--- config.mk ---
export PLATFORM = sky130hd
export DESIGN_NAME = write_block
export DESIGN_NICKNAME = d
export VERILOG_FILES = /design/src/rtl/write_block.sv
export SDC_FILE = /design/constraint.sdc
export NUM_CORES = 1
export LEC_CHECK = 0
export CAP_MARGIN = 0
export CORE_AREA = 3 3 41 43
export CTS_CLUSTER_SIZE = 28
export DETAILED_ROUTE_END_ITERATION = 12
export DIE_AREA = 0 0 44 46
export PLACE_DENSITY = 0.75
export SLEW_MARGIN = 40
export SYNTH_ARGS = -nofsm -noshare
export SYNTH_HDL_FRONTEND = slang
export SYNTH_SLANG_ARGS = --single-unit
--- constraint.sdc ---
create_clock -name clk -period 0.8 [get_ports clk]
set_input_delay 0.24 -clock clk [delete_from_list [all_inputs] [get_ports clk]]
set_output_delay 0.24 -clock clk [all_outputs]
set_load 0.05 [all_outputs]
--- src/rtl/write_block.sv ---
// Write-back stage pipeline register: registers the data-memory stage result
// and presents it to the register-file write port one clock later.
module write_block #(
  parameter int WIDTH = 16
) (
  input  logic             clk,
  input  logic             reset,
  input  logic [0:WIDTH-1] ans_dm,
  output logic [0:WIDTH-1] ans_wb
);

  // NOTE: sequential state uses non-blocking assignment so every register in
  // the pipeline samples its input from the same pre-edge values.
  always_ff @(posedge clk or posedge reset) begin
    if (reset) begin
      ans_wb <= '0;
    end else begin
      ans_wb <= ans_dm;
    end
  end

endmodule

# Word-level counts from Yosys, hierarchy flattened

Cells that the tools add are included.

Memory bits (writable): 0
Output and inout bits: 16
Memories: 0
Bits in latches: 0
Bits in registers: 16
Input port bits: 18
Bits in read-only memories: 0

Equality and inequality tests: 0
Multiply operators: 0
Shifts and indexed selects: 0
Bitwise operators: 0
Add/sub/neg operators: 0
Reductions and logical operators: 0
Divide/modulo/power cells: 0
$lt $le $gt $ge: 0
Mux-type cells: 0

# Logic depth before layout (Yosys ltp)

Depth after elaboration: 0
Mapped depth: 1

# Worst setup path after synthesis

OpenSTA, ideal clock, no wires.

Path type: register -> output
From: reg ans_wb[0] (netlist bit)
To: out ans_wb[0] (netlist bit)
Stages on the path, launching flop included: 1
Arrival: 0.586 ns
Slack: -0.026 ns
Data required time: 0.560 ns
Path buffers: 0
Cells stage by stage: dfrtp_1

RTL lines:

| element                  | RTL line | source |
|---|---|---|
| start: declaration       | 9        | `output logic [0:WIDTH-1] ans_wb` |
| start signal: assignment | 18       | `ans_wb <= ans_dm;` |

No word-level cell between the ends.

# Worst setup path in the final report

From: reg ans_wb[3] (netlist bit)
To: out ans_wb[3] (netlist bit)

No word-level cell between the ends.

==> key figures <==
STA
  – Worst relative slew slack: 94.03%
  – Setup ws final: -0.2888 ns
  – Fin. max-slew vios: 0
  – RSZ-0062 raised after global routing: true
  – Slew @ Worst Pin: 0.08951 ns
  – Final Critical Period: 1.089 ns
  – Final setup vio count: 16
  – Post-route clock period utilization: 136.1%
  – Setup TNS Final: -4.454 ns
  – Max Freq: 918.5 MHz
  – Hold Violations, Final: 0

Cells and area
  – Area grow syn2layout: 144.9%
  – Reg with most FFs: ans_wb
  – Biggest regs: ans_wb: 16 flops
  – Area occupied by multi-input gates: 0 um^2
  – Largest register FFs: 16
  – Storage element area: 420.4 um^2
  – Finished Layout Cells: 70
  – Final Util: 74.20%
  – Layout cells sized above 1: 67.27%
  – Filler Cell Count: 85
  – Final instance area: 989.7 um^2
  – Multi-In Gates: 0
  – ANT cells: 0
  – NumNets Final: 74
  – Most frequent cells in the layout: 17 x clkdlybuf4s50_1, 17 x buf_12, 16 x dfrtp_2

Clocking
  – H-tree depth: 1
  – TritonCTS Sinks: 16
  – CTS Buffer Depth: 2
  – CTS tree: built
  – Worst-path clk slew: 0.09 ns
  – Clock root cell: clkbuf_4
  – Post_cts resized: 0
  – Post-CTS Setup Inserts: 0
  – CTS Hold Bufs: 0
  – Num CTS Buffers: 3

Logic synthesis
  – Post-Synth XOR/XNOR Area: 0%
  – Register area share after synthesis: 99.07%
  – Ys Warns: 0
  – FF+latch count, synth: 16
  – Mux share of post-synthesis cell area: 0%
  – Cell Area, Synth: 404.1 um^2
  – Post-synthesis simple-gate area fraction: 0%
  – Cell taking the most area after synthesis: dfrtp_1
  – Synth Area in Compound Gates: 0%
  – Syn Nets: 35
  – Largest family of logic cells by synthesized area: buffers and inverters
  – Cell count after synthesis: 17
  – Area contributors post-synth: dfrtp_1 99%, inv_1 0.93%
  – Syn avg cell area: 23.77 um^2
  – Distinct cells, synth: 2
  – Share of the synthesized area in the top cell type: 99.07%
  – Post-synthesis adder-cell area fraction: 0%

Critical path
  – Critical path arrival: 0.85 ns
  – CP Cell Sequence: buf_12
  – CP max FO: 1
  – CP endpoint kind: primary output
  – Critical Path Max Stage Delay: 0.43 ns
  – Slowest CP cell: dfrtp_2
  – Crit path launch type: flop
  – Delay-heaviest family, CP: flip-flops
  – CP Class: reg2out
  – Worst path bufs/invs: 1
  – Worst Path Required: 0.56 ns

Route
  – Total wire length: 849 um
  – Iter 0 DRT Violations: 0
  – DR WL/cell: 12.13 um
  – DRT Pass-1 Iters: 1
  – Vias: 268
  – Final ANT Viol Nets: 0
  – # DRC: 0
  – Vias per cell: 3.829

Global route
  – Vias in the first global route: 265
  – Largest net degree at the start of global routing: 17
  – Initial antenna violation count: 0
  – First-pass GRT wire length: 1228 um
  – Total GRT Usage: 9.380%
  – Global route overflow: 0

Status
  – Failing checks: negative setup slack
  – Status: finished, violations left

Place
  – Area after DPL: 953.4 um^2
  – Port Buffers: 33
  – Inst Count DP: 66
  – RD Place Congestion: 0.6342

Floorplanning
  – FP Rows: 13
  – Die ar.: 2024 um^2
  – Die Y: 46 um
  – Initial Utilization: 30.30%
  – CORE AREA: 1334 um^2
  – Die span in x: 44 um
  – Ports: 34

Hold path
  – HP Class: in2async

Power and ir drop
  – Worst vdd ir: 1150 uV
  – Power per standard cell area: 1836 nW/um^2
  – P_leak: 0.0004231 uW

Run
  – Max Cap Viol: 0
worst max-delay path by stage:
stage,end,cells past startpoint,startpoint,slack [ns]
final,ans_wb[3],1,ans_wb[3]$_DFF_PP0_,-0.29
after global routing,ans_wb[5],1,ans_wb[5]$_DFF_PP0_,-0.32
after CTS,ans_wb[3],1,ans_wb[3]$_DFF_PP0_,-0.31
after detailed placement,ans_wb[10],1,ans_wb[10]$_DFF_PP0_,0.004
after global placement,ans_wb[10],1,ans_wb[10]$_DFF_PP0_,0.01
after floorplan,ans_wb[0],0,ans_wb[0]$_DFF_PP0_,0.08
where the power goes:
group          switching [uW]  total, uW  internal (uW)  leakage (uW)
sequential               33.9        891            857      0.000171
clock                     219        495            276     0.0000210
combinational             192        431            239      0.000232
total                     445       1820           1370      0.000423
final cells by class:
cell class              instances  share of cell area, %
repair buffers                 34                  51.58
flip-flops and latches         16                  42.48
well taps                      15                  1.896
clock buffers                   4                  3.666
inverters                       1                 0.3793
per-layer routing:
layer / vias up / part of all wire, % / global-route usage (%) / wire [um]
met2: 16 / 58 / 16.57 / 492
met3: 2 / 10 / 4.348 / 86
met4: 0 / 1.4 / 7.229 / 12
met5: - / 0 / 0 / 0
li1: 126 / - / - / -
met1: 124 / 30 / 8.081 / 257
cell usage after synthesis:
| cell | instances |
|---|---|
| inv_1 | 1 |
| dfrtp_1 | 16 |
kinds of logic (layout without fill, tap and decap cells):
family                 after synthesis  after routing
DFF                                 16             16
buffers and inverters                1             39
per-stage QoR:
| step | setup slack [ns] | hold slack (ns) | power, uW |
|---|---|---|---|
| final | -0.2888 | 0.2698 | 1817 |
| after global routing | -0.3227 | 0.2855 | 1896 |
| after CTS | -0.3093 | 0.2650 | 1857 |
| after detailed placement | 0.003731 | 0.5669 | 1345 |
| after global placement | 0.01305 | 0.5694 | 1338 |
| after floorplan | 0.07532 | 0.1538 | 1047 |
(Power assumes the default switching activity.)
